--- config.mk ---
export PLATFORM = sky130hd
export DESIGN_NAME = fcl_xnor_accumulator
export DESIGN_NICKNAME = d
export VERILOG_FILES = /design/src/rtl/fcl_xnor_accumulator.sv
export SDC_FILE = /design/constraint.sdc
export NUM_CORES = 1
export LEC_CHECK = 0
export CORE_ASPECT_RATIO = 0.9
export CORE_MARGIN = 10
export CORE_UTILIZATION = 35
export DETAILED_ROUTE_END_ITERATION = 8
export PLACE_DENSITY = 0.72
export SETUP_SLACK_MARGIN = 0.1
export SLEW_MARGIN = 10
export SYNTH_ARGS = -nofsm -noshare
export SYNTH_HDL_FRONTEND = slang
export SYNTH_SLANG_ARGS = --single-unit
--- constraint.sdc ---
create_clock -name iCLK -period 9.9 [get_ports iCLK]
set_input_delay 1.98 -clock iCLK [delete_from_list [all_inputs] [get_ports iCLK]]
set_output_delay 1.98 -clock iCLK [all_outputs]
set_load 0.01 [all_outputs]
--- src/rtl/fcl_xnor_accumulator.sv ---
`default_nettype none
// ============================================================================
// Module   : fcl_xnor_accumulator
// Purpose  : Binary fully-connected-layer datapath stage. On each valid beat
//            the weight word is XNORed with the activation word and the result
//            is popcounted. The popcounts of BEATS beats are accumulated, and
//            the sum is compared against a per-neuron threshold to give one
//            output bit. The bits of NEURONS neurons are collected into a
//            packed vector, and oDONE pulses when the last neuron completes.
// Ports    : iCLK        rising-edge clock
//            iRSTn       asynchronous active-low reset
//            iCLR        synchronous clear; aborts the current pass
//            iVALID      iWEIGHT/iACT carry a valid beat this cycle
//            iWEIGHT     binary weight word
//            iACT        binary activation word
//            iTHR        unsigned threshold, sampled on the last beat
//            oBIT        thresholded neuron output
//            oBIT_VALID  one-cycle strobe qualifying oBIT/oIDX
//            oIDX        neuron index belonging to oBIT
//            oVEC        packed outputs, bit i is neuron i
//            oDONE       one-cycle pulse when neuron NEURONS-1 completes
// Revision : 1.0 - initial release
// ============================================================================
module fcl_xnor_accumulator #(
  parameter int WORD_W  = 64,
  parameter int BEATS   = 6,
  parameter int NEURONS = 112,
  parameter int ACC_W   = 9,   // 2**ACC_W must exceed BEATS*WORD_W
  parameter int IDX_W   = 7    // 2**IDX_W must cover NEURONS
) (
  input  logic               iCLK,
  input  logic               iRSTn,
  input  logic               iCLR,
  input  logic               iVALID,
  input  logic [WORD_W-1:0]  iWEIGHT,
  input  logic [WORD_W-1:0]  iACT,
  input  logic [ACC_W-1:0]   iTHR,
  output logic               oBIT,
  output logic               oBIT_VALID,
  output logic [IDX_W-1:0]   oIDX,
  output logic [NEURONS-1:0] oVEC,
  output logic               oDONE
);

  localparam int PC_W   = $clog2(WORD_W + 1);
  localparam int BEAT_W = (BEATS > 1) ? $clog2(BEATS) : 1;

  localparam logic [BEAT_W-1:0] C_LAST_BEAT   = BEAT_W'(BEATS - 1);
  localparam logic [IDX_W-1:0]  C_LAST_NEURON = IDX_W'(NEURONS - 1);

  typedef enum logic [0:0] {
    S_IDLE = 1'b0,
    S_ACC  = 1'b1
  } state_t;

  // Number of agreeing bit positions between weight and activation.
  function automatic logic [PC_W-1:0] popcount(input logic [WORD_W-1:0] v);
    logic [PC_W-1:0] cnt;
    cnt = '0;
    for (int i = 0; i < WORD_W; i++) begin
      cnt = cnt + PC_W'(v[i]);
    end
    return cnt;
  endfunction

  state_t              r_state;
  state_t              w_stateNext;
  logic [ACC_W-1:0]    r_acc;
  logic [BEAT_W-1:0]   r_beat;
  logic [IDX_W-1:0]    r_neuron;

  logic                r_bit;
  logic                r_bitValid;
  logic [IDX_W-1:0]    r_idx;
  logic [NEURONS-1:0]  r_vec;
  logic                r_done;

  logic [PC_W-1:0]     w_popcount;
  logic [ACC_W-1:0]    w_accBase;
  logic [ACC_W-1:0]    w_sum;
  logic                w_isLast;
  logic                w_bit;
  logic                w_lastNeuron;

  // The first beat of a neuron arrives in IDLE and starts from zero, so the
  // stale accumulator value is never added in. With BEATS==1 the first beat
  // is also the last one.
  assign w_popcount   = popcount(~(iWEIGHT ^ iACT));
  assign w_accBase    = (r_state == S_IDLE) ? '0 : r_acc;
  assign w_sum        = w_accBase + ACC_W'(w_popcount);
  assign w_isLast     = (r_state == S_IDLE) ? (BEATS == 1) : (r_beat == C_LAST_BEAT);
  assign w_bit        = (w_sum >= iTHR);
  assign w_lastNeuron = (r_neuron == C_LAST_NEURON);

  always_comb begin
    w_stateNext = r_state;
    if (iCLR) begin
      w_stateNext = S_IDLE;
    end else if (iVALID) begin
      w_stateNext = w_isLast ? S_IDLE : S_ACC;
    end
  end

  always_ff @(posedge iCLK or negedge iRSTn) begin
    if (!iRSTn) begin
      r_state <= S_IDLE;
    end else begin
      r_state <= w_stateNext;
    end
  end

  always_ff @(posedge iCLK or negedge iRSTn) begin
    if (!iRSTn) begin
      r_acc      <= '0;
      r_beat     <= '0;
      r_neuron   <= '0;
      r_bit      <= 1'b0;
      r_bitValid <= 1'b0;
      r_idx      <= '0;
      r_vec      <= '0;
      r_done     <= 1'b0;
    end else begin
      // Strobes are single-cycle; they are re-raised only on a last beat.
      r_bitValid <= 1'b0;
      r_done     <= 1'b0;
      if (iCLR) begin
        r_acc    <= '0;
        r_beat   <= '0;
        r_neuron <= '0;
        r_vec    <= '0;
      end else if (iVALID) begin
        if (w_isLast) begin
          r_bit      <= w_bit;
          r_bitValid <= 1'b1;
          r_idx      <= r_neuron;
          r_done     <= w_lastNeuron;
          for (int i = 0; i < NEURONS; i++) begin
            if (r_neuron == IDX_W'(i)) begin
              r_vec[i] <= w_bit;
            end
          end
          r_acc    <= '0;
          r_beat   <= '0;
          r_neuron <= w_lastNeuron ? '0 : r_neuron + IDX_W'(1);
        end else begin
          r_acc  <= w_sum;
          r_beat <= r_beat + BEAT_W'(1);
        end
      end
    end
  end

  assign oBIT       = r_bit;
  assign oBIT_VALID = r_bitValid;
  assign oIDX       = r_idx;
  assign oVEC       = r_vec;
  assign oDONE      = r_done;

endmodule
`default_nettype wire

* After elaboration in Yosys (flattened, before gate mapping)
Cells that the tools add are included.
Cells by class: add/sub/neg operators 66, order comparisons 1, eq/ne operators 112, multiplexer cells 136, bitwise operators 3, reductions and logical operators 229
Operator list (number):
- adder 7 x 1 -> 7 bit | 57
- AND reduction 3 bit | 113
- == test 7 bit (second input constant) | 48
- 2-to-1 mux 112 bit | 3
- nonzero test 2 bit | 114
- == test 7 x 6 -> 1 bit (second input constant) | 32
- 2-to-1 mux 1 bit | 122
- == test 7 x 5 -> 1 bit (second input constant) | 16
- NOT 64 bit | 1
- bitwise XOR 64 bit | 1
- == test 7 x 4 -> 1 bit (second input constant) | 8
- 2-to-1 mux 9 bit | 4
- == test 7 x 3 -> 1 bit (second input constant) | 4
- 2-to-1 mux 7 bit | 4
- == test 7 x 2 -> 1 bit (second input constant) | 2
- adder 9 x 7 -> 9 bit | 1
- >= comparator 9 bit | 1
- 2-to-1 mux 3 bit | 3
- adder 6 x 1 -> 7 bit | 1
- adder 7 x 1 -> 7 bit (second input constant) | 1
- == test 7 x 1 -> 1 bit (second input constant) | 1
- logical NOT 7 bit | 1
- adder 5 x 1 -> 6 bit | 1
- adder 4 x 1 -> 5 bit | 1
- 7 further kinds | 7
Storage, ports and cells: bits in registers 142, input port bits 141, output and inout port bits 122, word-level logic and storage cells 667

* Longest topological paths before layout
word-level depth 71, depth in mapped cells 28, depth with buffers taken out 26

* Worst setup path before layout
OpenSTA, ideal clock, no wires.
path type in2reg, from input port iACT[44], to register r_vec[53] (netlist: oVEC[53]), library setup time 143 ps, arrival time 9079 ps, required time 9757 ps, slack 678 ps, cell stages on the path 24, buffers on the path 2, path through xor2_1 -> fa_1 -> inv_1 -> fa_1 -> inv_1 -> fa_1 -> fa_1 -> fa_1 -> fa_1 -> fa_1 -> fa_1 -> fa_1 -> fa_1 -> nand2b_1 -> a211oi_1 -> nor3_1 -> xnor2_1 -> ha_1 -> nand4_1 -> a21oi_1 -> a221oi_2 -> buf_2 -> buf_2 -> a311oi_1
Between the ends: cells in the longest elaborated chain, start to end 28
Ends and longest elaborated chain:
- from (decl) | line 36 | input logic [WORD_W-1:0] iACT,
- bitwise XOR 64 bit | line 88 | assign w_popcount = popcount(~(iWEIGHT ^ iACT));
- NOT 64 bit | line 88
- adder 7 x 1 -> 7 bit (20 in a row) | line 61 | cnt = cnt + PC_W'(v[i]);
- adder 9 x 7 -> 9 bit | line 90 | assign w_sum = w_accBase + ACC_W'(w_popcount);
- >= comparator 9 bit | line 92 | assign w_bit = (w_sum >= iTHR);
- 2-to-1 mux 1 bit | line 138 | if (r_neuron == IDX_W'(i)) begin
- 2-to-1 mux 112 bit | line 132 | if (w_isLast) begin
- 2-to-1 mux 112 bit | line 131 | end else if (iVALID) begin
- 2-to-1 mux 112 bit | line 126 | if (iCLR) begin
- to (signal, indexed assignment) | line 139 | r_vec[i] <= w_bit;
- to (decl) | line 75 | logic [NEURONS-1:0] r_vec;
Every way passes these cells. The select of a mux whose other input is x is not followed. A chain may end at the register's enable or synchronous reset.

* Final worst setup path
from input port iACT[26], to register r_vec[86] (netlist: oVEC[86])
Between the ends: cells in the longest elaborated chain, start to end 46
Ends and longest elaborated chain (line):
- bitwise XOR 64 bit | 88
- NOT 64 bit | 88
- adder 7 x 1 -> 7 bit (38 in a row) | 61
- adder 9 x 7 -> 9 bit | 90
- >= comparator 9 bit | 92
- 2-to-1 mux 1 bit | 138
- 2-to-1 mux 112 bit | 132
- 2-to-1 mux 112 bit | 131
- 2-to-1 mux 112 bit | 126
Every way passes these cells. The select of a mux whose other input is x is not followed.

==> results by group <==
STA
  • Fmax: ~0.11 GHz
  • Min Tclk post-route: ~9.4 ns
  • Final setup violation count: 0
  • Final-report max-slew violation count: 0
  • Worst Skew: 0.0105 ns
  • Final setup margin: roughly 0.46 ns
  • Rel. slew slack: 0.225
  • Period utilization: 0.954
  • Worst-Margin Slew: ~1.2 ns
  • Final TNS setup: 0 ns
  • RSZ-0062 raised after global routing: no
  • Final Hold Fails: 0

Detailed routing
  • DR DRC count: 0
  • 1st-iter DRT viols: 556
  • WL/cell: between 20 and 25 um
  • Post-DRT Antenna Nets: 0
  • Total wire length: roughly 28000 um
  • Total number of vias: approximately 7400
  • Drt pass-1 iters: 5
  • Via/cell ratio: about 5.3

Global route
  • Largest net degree at the start of global routing: 94
  • First-pass GRT wire length: 44200 um
  • Initial antenna violation count: 0
  • All-layer global routing usage: 0.173
  • Vias in the first global route: between 7000 and 8000
  • GRT overflow: 0

Worst hold path
  • Hold depth: 2
  • Hold path endpoint: r_acc[1]
  • Hold crit path type: register to register
  • Hold wc startpoint: r_acc[1]

Logic synthesis
  • EDFF count, synth: 0
  • Mapped Nets: 1068
  • Count of different cell masters after synthesis: slightly below 50
  • Gate Count Post-Synth: 830
  • Largest cells by area after synthesis: dfrtp_1 (40%), fa_1 (13%), a311oi_1 (11%), a21oi_1 (7.0%), ha_1 (5.8%)
  • YS warnings: 0
  • Post-synth top area share: 0.398
  • Sequential area share after synthesis: 0.398
  • Yosys top cell by area: dfrtp_1
  • Most frequent cell after synthesis: dfrtp_1
  • Primary FF master, synth: dfrtp_1
  • Post-Syn Area: 0.00892 mm^2
  • List of most frequent post-synthesis cells: dfrtp_1 (142), a21oi_1 (124), a311oi_1 (112)
  • Post-synthesis register bit count: 142
  • Post-synth ARST share: 1.00
  • Mean Syn Cell Area: 10.7 um^2

Clock network
  • CTS Buf Count: 17
  • Worst-path clk slew: approximately 0.06 ns
  • # clock sinks: about 140
  • Clk_lat worst skew: about 0.42 ns
  • CTS max path bufs: 2
  • Hold-fix buffers at CTS: 0
  • CTS root buf: clkbuf_16
  • TritonCTS clock tree: done
  • H-tree depth: 4

Place
  • HPWL Detailed: between 20000 and 25000 um
  • Place WS: -0.0807 ns
  • Post-Place Cells: between 1000 and 1500
  • RePlAce Congestion: between 0.8 and 0.9
  • Port Buffers: between 200 and 300

Die
  • I/O pins: 263
  • Die area: roughly 0.032 mm^2
  • Die height: ~170 um
  • DIE WIDTH: ~190 um
  • Starting density of the core: 0.355
  • Total core area: between 0.02 and 0.03 mm^2
  • FP Rows: 55

Final layout
  • Antenna Diode Count: 0
  • Nets: ~1300
  • Share of layout cells above drive strength 1: 0.0774
  • Post-Layout Cell Count: approximately 1400
  • Fin util: 0.501
  • Area Growth Syn to Fin: 41.0%

Critical path
  • FF-to-FF End: oVEC[86]
  • Cell count of the worst reg-to-reg path: 23
  • Worst Path Arrival: 9.68 ns
  • R2R setup slack: between 2 and 2.5 ns
  • CP Capture Type: register
  • Worst Path Max Fanout: 8
  • Crit Path Class: input port to register
  • Origin of the critical flop-to-flop path: r_state
  • CP Launch Type: input port
  • Critical Path RT: slightly above 10 ns

Job
  • Max cap viols: 0

Status
  • Status: finished, final reports clean
sequential cells by signal, summed over array words and instances (netlist names), 3 cells and up:
name,cells
oIDX,7
r_beat,3
r_neuron,7
oVEC,112
r_acc,9
final cells by class:
class	instances	area, um^2
clock inverters	15	176
inverters	59	221
repair buffers	287	2910
multi-input cells	552	4860
flip-flops and latches	142	3550
well taps	342	428
fillers	2248	12500
clock buffers	17	425
what timing repair did:
item                                    in CTS  in global routing
resized for setup                            0                  4
endpoints found under the setup margin       0                107
setup buffers                                0                  2
routing by layer:
layer	routed length [um]	GRT usage	vias to the layer above
li1	-	-	3457
met4	584	0.0500	0
met5	0	0	-
met1	11900	0.220	3675
met3	1640	0.0350	38
met2	14300	0.292	262
cell usage in the layout (no fill, tap or decap), drive strengths merged, types with 3 or more instances in the layout:
cell	instances
fa	56
nor2	19
nand3b	4
inv	67
o21ai	14
nand3	6
a21oi	124
mux2	7
nor2b	3
o31a	3
a22o	4
o21a	4
clkdlybuf4s50	260
nand2	21
and3	5
and2	18
clkinvlp	4
dfrtp	142
xnor2	31
a211oi	5
clkbuf	18
buf	26
xor2	40
ha	41
nand2b	6
nor3	10
a311oi	112
stage by stage:
step | area [um^2] | hold WS [ns]
floorplan | 8920 | 0.441
global placement | 11900 | 0.457
detailed placement | 11900 | 0.472
CTS | 12500 | 0.486
global route | 12600 | 0.516
finish | 12600 | 0.486
worst max-delay path, cell delays in order:
cell             delay (ns)
clkdlybuf4s50_1        0.42
xnor2_1                0.16
fa_1                   0.54
inv_1                  0.06
fa_1                   0.54
inv_1                  0.06
fa_1                   0.50
inv_1                  0.06
fa_1                   0.57
fa_1                   0.43
fa_1                   0.51
fa_1                   0.42
fa_1                   0.46
fa_2                   0.37
fa_1                   0.44
nand2b_4               0.17
a21oi_2                0.14
a21boi_0               0.12
xnor2_1                0.22
ha_1                   0.28
a21o_1                 0.17
a21o_1                 0.20
a221oi_4               0.29
buf_12                 0.16
buf_12                 0.14
buf_4                  0.16
a311oi_1               0.11
worst max path at each step:
stage               startpoint        to  slack (ns)  cells past startpoint
finish                iACT[26]  oVEC[86]        0.46                     27
global route          iACT[44]  oVEC[86]        0.14                     26
CTS                   iACT[26]  oVEC[86]        0.36                     26
detailed placement    iACT[26]  oVEC[86]       -0.08                     26
global placement      iACT[58]  oVEC[87]        0.09                     24
floorplan             iACT[44]  oVEC[53]        0.68                     24
logic make-up (layout without fill, tap and decap cells):
kind of cell	after synthesis	after routing	synth area share
mux	7	7	0.00884
simple gates	104	104	0.0679
xor+xnor	71	71	0.0697
flops	142	142	0.398
fa+ha+maj	97	97	0.183
compound gates	273	273	0.209
buf+inv	136	378	0.0631
Power is not shown: default switching activity piles up to over one toggle a cycle in this logic, so the estimate is an artifact.
